$ cat config.mk
export PLATFORM = sky130hd
export DESIGN_NAME = demultiplexer8_seq_flat
export DESIGN_NICKNAME = d
export VERILOG_FILES = /design/src/rtl/demux8_pkg.sv /design/src/rtl/demultiplexer8_seq_if.sv /design/src/rtl/demux8_scan_ctrl.sv /design/src/rtl/demultiplexer8_seq.sv /design/src/flat_wrapper.sv
export SDC_FILE = /design/constraint.sdc
export NUM_CORES = 1
export LEC_CHECK = 0
export CAP_MARGIN = 20
export CORE_ASPECT_RATIO = 1.4
export CORE_MARGIN = 3
export CORE_UTILIZATION = 35
export CTS_CLUSTER_SIZE = 8
export DETAILED_ROUTE_END_ITERATION = 12
export PLACE_DENSITY = 0.61
export SYNTH_ARGS = -nofsm -noshare
export SYNTH_HDL_FRONTEND = slang
export SYNTH_HIERARCHICAL = 1
export SYNTH_SLANG_ARGS = --single-unit
$ cat constraint.sdc
create_clock -name clk -period 3.35 [get_ports clk]
set_input_delay 0.335 -clock clk [delete_from_list [all_inputs] [get_ports clk]]
set_output_delay 0.335 -clock clk [all_outputs]
set_load 0.03 [all_outputs]
$ cat src/rtl/demux8_pkg.sv
`default_nettype none
// +-----------------------------------------------------------------+
// | demux8_pkg : shared types/constants for the 8-channel demux     |
// | Rev 1.0                                                         |
// +-----------------------------------------------------------------+
package demux8_pkg;

    localparam int CHANNELS = 8;

    typedef enum logic [1:0] {
        ST_IDLE = 2'd0,
        ST_SCAN = 2'd1,
        ST_DONE = 2'd2
    } state_t;

    function automatic logic [CHANNELS-1:0] sel_to_onehot(input logic [2:0] sel);
        return CHANNELS'(1) << sel;
    endfunction

endpackage
`default_nettype wire

$ cat src/rtl/demultiplexer8_seq_if.sv
`default_nettype none
// +-----------------------------------------------------------------+
// | demux8_if : byte-stream handshake plus fanned-out channel bus   |
// | Rev 1.0                                                         |
// +-----------------------------------------------------------------+
interface demux8_if #(
    parameter int WIDTH = 8
);
    logic [WIDTH-1:0] din;
    logic             valid;
    logic             ready;
    logic             x;
    logic             y;
    logic             z;
    logic             auto;
    logic [WIDTH-1:0] o1, o2, o3, o4, o5, o6, o7, o8;
    logic [7:0]       stb;
    logic [2:0]       ch;
    logic             frame_done;

    modport master (
        output din, valid, x, y, z, auto,
        input  ready, o1, o2, o3, o4, o5, o6, o7, o8, stb, ch, frame_done
    );

    modport slave (
        input  din, valid, x, y, z, auto,
        output ready, o1, o2, o3, o4, o5, o6, o7, o8, stb, ch, frame_done
    );
endinterface
`default_nettype wire

$ cat src/rtl/demux8_scan_ctrl.sv
`default_nettype none
// +-----------------------------------------------------------------+
// | demux8_scan_ctrl : routing FSM, scan counter, one-hot write en  |
// | Rev 1.0                                                         |
// +-----------------------------------------------------------------+
module demux8_scan_ctrl
    import demux8_pkg::*;
(
    input  wire logic                clk,
    input  wire logic                rst_n,
    input  wire logic                clr,
    input  wire logic                valid,
    input  wire logic                x,
    input  wire logic                y,
    input  wire logic                z,
    input  wire logic                auto,
    output logic                     ready,
    output logic [2:0]               ch,
    output logic                     frame_done,
    output logic [CHANNELS-1:0]      we
);
    state_t     state_q, state_d;
    logic [2:0] cnt_q, cnt_d;
    logic       fd_q, fd_d;
    logic       w_accept;

    always_comb begin
        ready = (state_q != ST_DONE);
        case (state_q)
            ST_IDLE: ch = auto ? 3'd0 : {x, y, z};
            ST_SCAN: ch = cnt_q;
            default: ch = 3'd0;
        endcase

        // a clear drops any transfer presented in the same cycle
        w_accept = valid & ready & ~clr;
        we       = w_accept ? sel_to_onehot(ch) : '0;

        state_d = state_q;
        cnt_d   = cnt_q;
        fd_d    = 1'b0;
        if (clr) begin
            state_d = ST_IDLE;
            cnt_d   = 3'd0;
        end else begin
            case (state_q)
                ST_IDLE: if (w_accept && auto) begin
                    cnt_d   = 3'd1;
                    state_d = ST_SCAN;
                end
                ST_SCAN: if (w_accept) begin
                    cnt_d = cnt_q + 3'd1;
                    if (cnt_q == 3'd7) begin
                        state_d = ST_DONE;
                        fd_d    = 1'b1;
                    end
                end
                default: state_d = ST_IDLE;
            endcase
        end
    end

    always_ff @(posedge clk or negedge rst_n) begin
        if (!rst_n) begin
            state_q <= ST_IDLE;
            cnt_q   <= 3'd0;
            fd_q    <= 1'b0;
        end else begin
            state_q <= state_d;
            cnt_q   <= cnt_d;
            fd_q    <= fd_d;
        end
    end

    assign frame_done = fd_q;

endmodule
`default_nettype wire

$ cat src/rtl/demultiplexer8_seq.sv
`default_nettype none
// +-----------------------------------------------------------------+
// | demultiplexer8_seq : registered 1-to-8 byte distributor         |
// | Optional synchronous clear input when DEMUX8_CLEAR_EN defined.  |
// | Rev 1.0                                                         |
// +-----------------------------------------------------------------+
module demultiplexer8_seq
    import demux8_pkg::*;
#(
    parameter int               WIDTH   = 8,
    parameter logic [WIDTH-1:0] RST_VAL = '0
) (
    input  wire logic clk,
    input  wire logic rst_n,
`ifdef DEMUX8_CLEAR_EN
    input  wire logic clr,
`endif
    demux8_if.slave   bus
);
    logic                w_clr;
    logic [CHANNELS-1:0] w_we;
    logic [CHANNELS-1:0] stb_q, stb_d;
    logic [WIDTH-1:0]    o_q [CHANNELS];
    logic [WIDTH-1:0]    o_d [CHANNELS];

`ifdef DEMUX8_CLEAR_EN
    assign w_clr = clr;
`else
    assign w_clr = 1'b0;
`endif

    demux8_scan_ctrl u_ctrl (
        .clk        (clk),
        .rst_n      (rst_n),
        .clr        (w_clr),
        .valid      (bus.valid),
        .x          (bus.x),
        .y          (bus.y),
        .z          (bus.z),
        .auto       (bus.auto),
        .ready      (bus.ready),
        .ch         (bus.ch),
        .frame_done (bus.frame_done),
        .we         (w_we)
    );

    generate
        for (genvar k = 0; k < CHANNELS; k++) begin : g_ch
            always_comb begin
                o_d[k] = o_q[k];
                if (w_clr)
                    o_d[k] = RST_VAL;
                else if (w_we[k])
                    o_d[k] = bus.din;
            end

            always_ff @(posedge clk or negedge rst_n) begin
                if (!rst_n)
                    o_q[k] <= RST_VAL;
                else
                    o_q[k] <= o_d[k];
            end
        end
    endgenerate

    always_comb begin
        stb_d = w_clr ? '0 : w_we;
    end

    always_ff @(posedge clk or negedge rst_n) begin
        if (!rst_n)
            stb_q <= '0;
        else
            stb_q <= stb_d;
    end

    assign bus.stb = stb_q;
    assign bus.o1  = o_q[0];
    assign bus.o2  = o_q[1];
    assign bus.o3  = o_q[2];
    assign bus.o4  = o_q[3];
    assign bus.o5  = o_q[4];
    assign bus.o6  = o_q[5];
    assign bus.o7  = o_q[6];
    assign bus.o8  = o_q[7];

endmodule
`default_nettype wire

$ cat src/flat_wrapper.sv
// flat-port wrapper written by rule: the top's interface ports become plain ports
module demultiplexer8_seq_flat import demux8_pkg::*;
#(
    parameter int               WIDTH   = 8,
    parameter logic [WIDTH-1:0] RST_VAL = '0
)
  (clk, rst_n, bus_din, bus_valid, bus_x, bus_y, bus_z, bus_auto, bus_ready, bus_o1, bus_o2, bus_o3, bus_o4, bus_o5, bus_o6, bus_o7, bus_o8, bus_stb, bus_ch, bus_frame_done);
  demux8_if #(.WIDTH(WIDTH)) bus_i ();
  input  wire logic clk;
  input  wire logic rst_n;
  input wire logic [$bits(bus_i.din)-1:0] bus_din;
  input wire logic [$bits(bus_i.valid)-1:0] bus_valid;
  input wire logic [$bits(bus_i.x)-1:0] bus_x;
  input wire logic [$bits(bus_i.y)-1:0] bus_y;
  input wire logic [$bits(bus_i.z)-1:0] bus_z;
  input wire logic [$bits(bus_i.auto)-1:0] bus_auto;
  output wire logic [$bits(bus_i.ready)-1:0] bus_ready;
  output wire logic [$bits(bus_i.o1)-1:0] bus_o1;
  output wire logic [$bits(bus_i.o2)-1:0] bus_o2;
  output wire logic [$bits(bus_i.o3)-1:0] bus_o3;
  output wire logic [$bits(bus_i.o4)-1:0] bus_o4;
  output wire logic [$bits(bus_i.o5)-1:0] bus_o5;
  output wire logic [$bits(bus_i.o6)-1:0] bus_o6;
  output wire logic [$bits(bus_i.o7)-1:0] bus_o7;
  output wire logic [$bits(bus_i.o8)-1:0] bus_o8;
  output wire logic [$bits(bus_i.stb)-1:0] bus_stb;
  output wire logic [$bits(bus_i.ch)-1:0] bus_ch;
  output wire logic [$bits(bus_i.frame_done)-1:0] bus_frame_done;
  assign bus_i.din = bus_din;
  assign bus_i.valid = bus_valid;
  assign bus_i.x = bus_x;
  assign bus_i.y = bus_y;
  assign bus_i.z = bus_z;
  assign bus_i.auto = bus_auto;
  assign bus_ready = bus_i.ready;
  assign bus_o1 = bus_i.o1;
  assign bus_o2 = bus_i.o2;
  assign bus_o3 = bus_i.o3;
  assign bus_o4 = bus_i.o4;
  assign bus_o5 = bus_i.o5;
  assign bus_o6 = bus_i.o6;
  assign bus_o7 = bus_i.o7;
  assign bus_o8 = bus_i.o8;
  assign bus_stb = bus_i.stb;
  assign bus_ch = bus_i.ch;
  assign bus_frame_done = bus_i.frame_done;
  demultiplexer8_seq #(.WIDTH(WIDTH), .RST_VAL(RST_VAL)) u_core (.clk(clk), .rst_n(rst_n), .bus(bus_i));
endmodule
==> results.sh, run 1 <==
export IMPL_yosysTopAreaCell="dfrtp_1"
export IMPL_critical_path_top_delay_family="buffers and inverters"
export IMPL_place_congestion=0.751
export IMPL_drv_slew=0
export IMPL_dpl_instance_area_um2=4360
export IMPL_first_pass_iters=4
export IMPL_placed_cells=395
export IMPL_fmax_mhz=361
export IMPL_grt_overflow=0
export IMPL_grt_antenna_before_repair=0
export IMPL_cts_root_buf="clkbuf_16"
export IMPL_hold_class="in2async"
export IMPL_finalWirelength_mm=7.61
export IMPL_period_share_pct=82.6
export IMPL_finalSetupTns_ns=0
export IMPL_slew_headroom_pct=33.9
export IMPL_wire_per_inst_um=18.6
export IMPL_worstMarginPinSlew_ns=0.991
export IMPL_start_util_pct=36.3
export IMPL_synth_seq_cells=78
export IMPL_grt_use_total_pct=15.1
export IMPL_netlist_area_leader_share_pct=59.3
export IMPL_yosys_warnings=6
export IMPL_yosys_top_cells_count="dfrtp_1, mux2_4, buf_6, nor3_1"
export IMPL_die_area_um2=10600
export IMPL_fin_cells=409
export IMPL_run_status="finished clean"
export IMPL_drc=0
export IMPL_critPathMaxStageDelay_ns=0.70
export IMPL_htree_levels=3
export IMPL_dpl_hpwl_mm=5.17
export IMPL_vias=1949
export IMPL_path_cells="nor2b_1, a21oi_1, inv_2, clkdlybuf4s50_1"
export IMPL_synth_edff_count=0
export IMPL_cts_hold_buffers=0
export IMPL_yosysMostFrequentCell="dfrtp_1"
export IMPL_synthesis_area_um2=3290
export IMPL_syn2layout_area_growth_pct=40.3
export IMPL_die_y_um=121
export IMPL_postRouteAntennaNets=0
export IMPL_seqCellArea_um2=1950
export IMPL_irDropWorstVdd_uv=268
export IMPL_rsz0062_at_grt="false"
export IMPL_required_ns=3.01
export IMPL_cts_resized=0
export IMPL_clk_latency_ns=0.33
export IMPL_synth_seq_area_share_pct=59.3
export IMPL_fin_worst_skew_ns=0.00429
export IMPL_grt_pass1_wl_mm=11.7
export IMPL_synthArstFlopShare_pct=100
export IMPL_crit_buf_inv=2
export IMPL_final_hold_viol_count=0
export IMPL_drv_cap=0
export IMPL_stdcell_area_um2=4620
export IMPL_p_per_area_nw_per_um2=712
export IMPL_cts_tree="done"
export IMPL_synth_cells=192
export IMPL_whs_ns=0.162
export IMPL_ioPinCount=92
export IMPL_p_total_uw=3290
export IMPL_startpoint_type="register"
export IMPL_synth_area_leaders="dfrtp_1, mux2_4, buf_6, nor3_1, mux2_2"
export IMPL_drt_vias_per_instance=4.77
export IMPL_core_area_um2=9080
export IMPL_fin_crit_ns=2.77
export IMPL_leakagePower_uw=0.00209
export IMPL_synth_area_per_cell_um2=17.1
export IMPL_slowest_stage="clkdlybuf4s50_1"
export IMPL_r2r_start="u_core/u_ctrl/state_q[1]"
export IMPL_cts_buffers=9
export IMPL_crit_path_end_kind="primary output"
export IMPL_layout_nets=316
export IMPL_synth_ff_type="dfrtp_1"
export IMPL_nFillCells=762
export IMPL_grt_pass1_vias=2023
export IMPL_worstPathMaxFanout=9
export IMPL_die_w_um=88.0
export IMPL_drive_gt1_share_pct=33.4
export IMPL_fp_row_count=41
export IMPL_multi_input_area_um2=1290
export IMPL_numPortBuffers=91
export IMPL_path_clk_slew_ns=0.05
export IMPL_critPathLaunch="u_core/u_ctrl/state_q[1]"
export IMPL_post_cts_buffers=0
export IMPL_drt_initial_drc_count=69
export IMPL_antennaDiodeCount=0
export IMPL_grt_max_degree=79
export IMPL_synth_distinct_cells=23
export IMPL_clock_sinks=78
export IMPL_clockBufferDepth=2
export IMPL_finalSetupViolCount=0
export IMPL_crit_arrival_ns=2.43
export IMPL_setup_worst_path_class="reg2out"
power by group:
part | leakage, uW | total [uW] | switching [uW] | internal, uW
clock network | 0.000126 | 873 | 363 | 510
logic | 0.000960 | 1160 | 579 | 580
registers | 0.00100 | 1260 | 121 | 1130
total | 0.00209 | 3290 | 1060 | 2230
cell families (layout without fill, tap and decap cells):
kind of cell             Yosys count  in the layout  synth area share [%]
AO/OA/AOI/OAI                      7              7                  1.37
AND/OR/NAND/NOR                   24             24                  4.71
adder cells (fa/ha/maj)            2              2                 0.760
other                              1              7                 0.114
flip-flops                        78             78                  59.3
multiplexers                      67             67                  30.2
buffers and inverters             13            117                  3.54
final timing paths:
path / endpoint / cells after the start / slack, ns
worst max-delay path: bus_ch[2] / 4 / 0.58
worst min-delay path: u_core/bus.stb[6] / 1 / 0.16
worst max register to register: u_core/bus.o2[0] / 6 / 0.96
worst min register to register: u_core/bus.o7[3] / 1 / 0.51
max in group asynchronous: u_core/bus.o2[0] / 1 / 2.54
min in group clk: u_core/bus.o7[3] / 1 / 0.51
layout make-up:
| class | count | share of cell area (%) |
|---|---|---|
| multi-input cells | 107 | 27.8 |
| well taps | 107 | 2.90 |
| clock inverters | 4 | 0.542 |
| clock buffers | 10 | 5.17 |
| flip-flops and latches | 78 | 42.3 |
| repair buffers | 99 | 21.0 |
| inverters | 4 | 0.325 |
cell usage in the layout, fill, tap and decap left out:
cell,count
inv_1,2
nand3b_1,1
mux2_4,64
or4b_4,1
nand2b_1,2
a31oi_1,2
nand4_1,1
clkinvlp_4,2
inv_2,2
a21boi_0,1
clkbuf_8,1
ha_1,2
clkinv_2,2
clkbuf_16,9
nor4b_1,2
mux2_2,3
dfrtp_1,78
nor3_1,1
buf_4,9
and3_1,2
conb_1,7
a221o_1,1
nor3_2,8
or2_1,1
and3b_1,2
nor2b_1,2
nand2_1,1
a21oi_1,3
clkdlybuf4s50_1,90
per-stage QoR:
stage / worst slack (ns) / utilization, %
final: 0.581 / 50.9
after floorplan: 1.19 / -
after detailed placement: 0.704 / 48.0
after CTS: 0.573 / 50.9
after global routing: 0.434 / 50.9
after global placement: 0.732 / 48.0
sequential cells by signal, indices dropped and copies added (netlist names), 3 cells and up:
name                 cells
u_core/bus.o8            8
u_core/bus.o4            8
u_core/bus.stb           8
u_core/bus.o6            8
u_core/bus.o1            8
u_core/bus.o2            8
u_core/bus.o5            8
u_core/bus.o7            8
u_core/bus.o3            8
u_core/u_ctrl/cnt_q      3
routing by layer:
metal | GRT usage (%) | share of wire (%) | up-vias
met5 | 0 | 0 | -
met4 | 5.47 | 1.4 | 0
met3 | 5.59 | 6.8 | 10
met2 | 21.7 | 46 | 68
met1 | 20.8 | 46 | 988
li1 | - | - | 883
No activity file was read; power rests on OpenSTA's default activity.
==> run 2: changes to the inputs <==
==> constraint.sdc (replaced) <==
create_clock -name clk -period 2.78 [get_ports clk]
set_input_delay 0.278 -clock clk [delete_from_list [all_inputs] [get_ports clk]]
set_output_delay 0.278 -clock clk [all_outputs]
set_load 0.03 [all_outputs]
==> results.sh, run 2 (synthesized netlist as in run 1, its figures left out) <==
export IMPL_run_status="finished clean"
export IMPL_mostFrequentLayoutCells="clkdlybuf4s50_1, dfrtp_1, mux2_4"
export IMPL_reg2reg_to="u_core/bus.o4[7]"
export IMPL_wire_per_inst_um=17.8
export IMPL_period_share_pct=90.2
export IMPL_final_hold_viol_count=0
export IMPL_final_util_pct=51.8
export IMPL_ioPinCount=92
export IMPL_grt_use_total_pct=14.8
export IMPL_vias=1956
export IMPL_layout_nets=319
export IMPL_r2r_slack_ns=0.52
export IMPL_finalSetupViolCount=0
export IMPL_crit_buf_inv=4
export IMPL_r2r_start="u_core/u_ctrl/state_q[1]"
export IMPL_critical_path_top_delay_family="buffers and inverters"
export IMPL_clk_latency_ns=0.32
export IMPL_hold_class="in2async"
export IMPL_placed_cells=398
export IMPL_leakagePower_uw=0.00212
export IMPL_layout_commonest_cell="clkdlybuf4s50_1"
export IMPL_drt_initial_drc_count=32
export IMPL_seqCellArea_um2=1950
export IMPL_drive_gt1_share_pct=34.1
export IMPL_die_w_um=88.0
export IMPL_drt_vias_per_instance=4.75
export IMPL_fin_cells=412
export IMPL_first_pass_iters=4
export IMPL_cts_root_buf="clkbuf_16"
export IMPL_worstMarginPinSlew_ns=0.975
export IMPL_grt_antenna_before_repair=0
export IMPL_path_cells="clkdlybuf4s50_1, nor4b_1, a21oi_1, buf_4, inv_2, clkdlybuf4s50_1"
export IMPL_die_area_um2=10600
export IMPL_rr_worst_depth=5
export IMPL_multi_input_area_um2=1290
export IMPL_die_y_um=121
export IMPL_htree_levels=3
export IMPL_cts_buffers=9
export IMPL_crit_path_end_kind="primary output"
export IMPL_grt_pass1_vias=2069
export IMPL_antennaDiodeCount=0
export IMPL_grt_overflow=0
export IMPL_nFillCells=751
export IMPL_fin_worst_skew_ns=0.00428
export IMPL_place_congestion=0.858
export IMPL_irDropWorstVdd_uv=406
export IMPL_path_clk_slew_ns=0.06
export IMPL_worstPathMaxFanout=5
export IMPL_drc=0
export IMPL_finalWirelength_mm=7.33
export IMPL_cts_hold_buffers=0
export IMPL_critPathMaxStageDelay_ns=0.69
export IMPL_postRouteAntennaNets=0
export IMPL_clock_sinks=78
export IMPL_core_area_um2=9080
export IMPL_fin_crit_ns=2.51
export IMPL_p_per_area_nw_per_um2=847
export IMPL_drv_cap=0
export IMPL_clockBufferDepth=2
export IMPL_start_util_pct=36.3
export IMPL_startpoint_type="input port"
export IMPL_slowest_stage="clkdlybuf4s50_1"
export IMPL_numPortBuffers=91
export IMPL_drv_slew=0
export IMPL_dpl_hpwl_mm=5.14
export IMPL_grt_max_degree=79
export IMPL_grt_pass1_wl_mm=11.7
export IMPL_fmax_mhz=399
export IMPL_required_ns=2.50
export IMPL_fp_row_count=41
export IMPL_finalSetupTns_ns=0
export IMPL_slew_headroom_pct=34.6
export IMPL_cp_common_cell="clkdlybuf4s50_1"
export IMPL_cts_tree="done"
export IMPL_rsz0062_at_grt="false"
export IMPL_setup_worst_path_class="in2out"
export IMPL_syn2layout_area_growth_pct=42.9
export IMPL_crit_arrival_ns=2.23
-- run 2: how the worst max path moves through the flow --
stage	from	to	slack, ns	cells past startpoint
floorplan	u_core/u_ctrl/state_q[1]	u_core/bus.o2[0]	0.62	6
global placement	bus_auto	u_core/bus.o6[4]	0.18	6
detailed placement	bus_auto	u_core/bus.o6[5]	0.18	6
CTS	u_core/u_ctrl/state_q[0]	bus_ch[1]	0.15	5
global route	u_core/u_ctrl/state_q[0]	bus_ch[1]	0.06	5
finish	bus_auto	bus_ch[1]	0.27	6
-- run 2: per-stage QoR --
step | power [uW] | instance area (um2) | hold slack, ns | setup WS, ns
floorplan | 2330 | 3310 | -0.0176 | 0.624
detailed placement | 2940 | 4430 | 0.492 | 0.178
global placement | 2930 | 4430 | 0.495 | 0.182
global route | 4170 | 4710 | 0.199 | 0.0616
finish | 3990 | 4710 | 0.127 | 0.273
CTS | 4050 | 4700 | 0.149 | 0.148
-- run 2: final cells by class --
| cell class | instances | area share, % |
|---|---|---|
| clock buffer | 13 | 5.74 |
| clock inverter | 1 | 0.106 |
| inverter | 4 | 0.319 |
| multi-input combinational | 107 | 27.4 |
| sequential | 78 | 41.5 |
| tap | 107 | 2.84 |
| timing repair buffer | 102 | 22.1 |
-- run 2: layer usage --
| metal | vias to the layer above | wire length [um] | global-route usage, % |
|---|---|---|---|
| met2 | 72 | 3390 | 22.0 |
| met4 | 0 | 127 | 5.66 |
| li1 | 893 | - | - |
| met5 | - | 0 | 0 |
| met3 | 11 | 500 | 5.11 |
| met1 | 980 | 3310 | 19.7 |
-- run 2: report_power, final --
part | switching [uW] | leakage [uW] | internal (uW)
registers | 144 | 0.00100 | 1370
logic | 695 | 0.000984 | 706
clock network | 409 | 0.000138 | 666
-- run 2: repair_timing --
item / 4_1_cts / 5_1_grt
setup endpoints to repair: 0 / 1
gates resized for setup: 0 / 1
setup buffers: 0 / 0
endpoints found under the hold margin: 0 / 0
==> run 3: changes to the inputs <==
--- a/config.mk
+++ b/config.mk
@@ -5,12 +5,12 @@
 export SDC_FILE = /design/constraint.sdc
 export NUM_CORES = 1
 export LEC_CHECK = 0
-export CAP_MARGIN = 20
 export CORE_ASPECT_RATIO = 1.4
 export CORE_MARGIN = 3
 export CORE_UTILIZATION = 35
 export CTS_CLUSTER_SIZE = 8
 export DETAILED_ROUTE_END_ITERATION = 12
+export HOLD_SLACK_MARGIN = 0.02
 export PLACE_DENSITY = 0.61
 export SYNTH_ARGS = -nofsm -noshare
 export SYNTH_HDL_FRONTEND = slang
==> results of run 3 <==
Same layout as run 2: the final DEF is identical, and so are final timing and power.
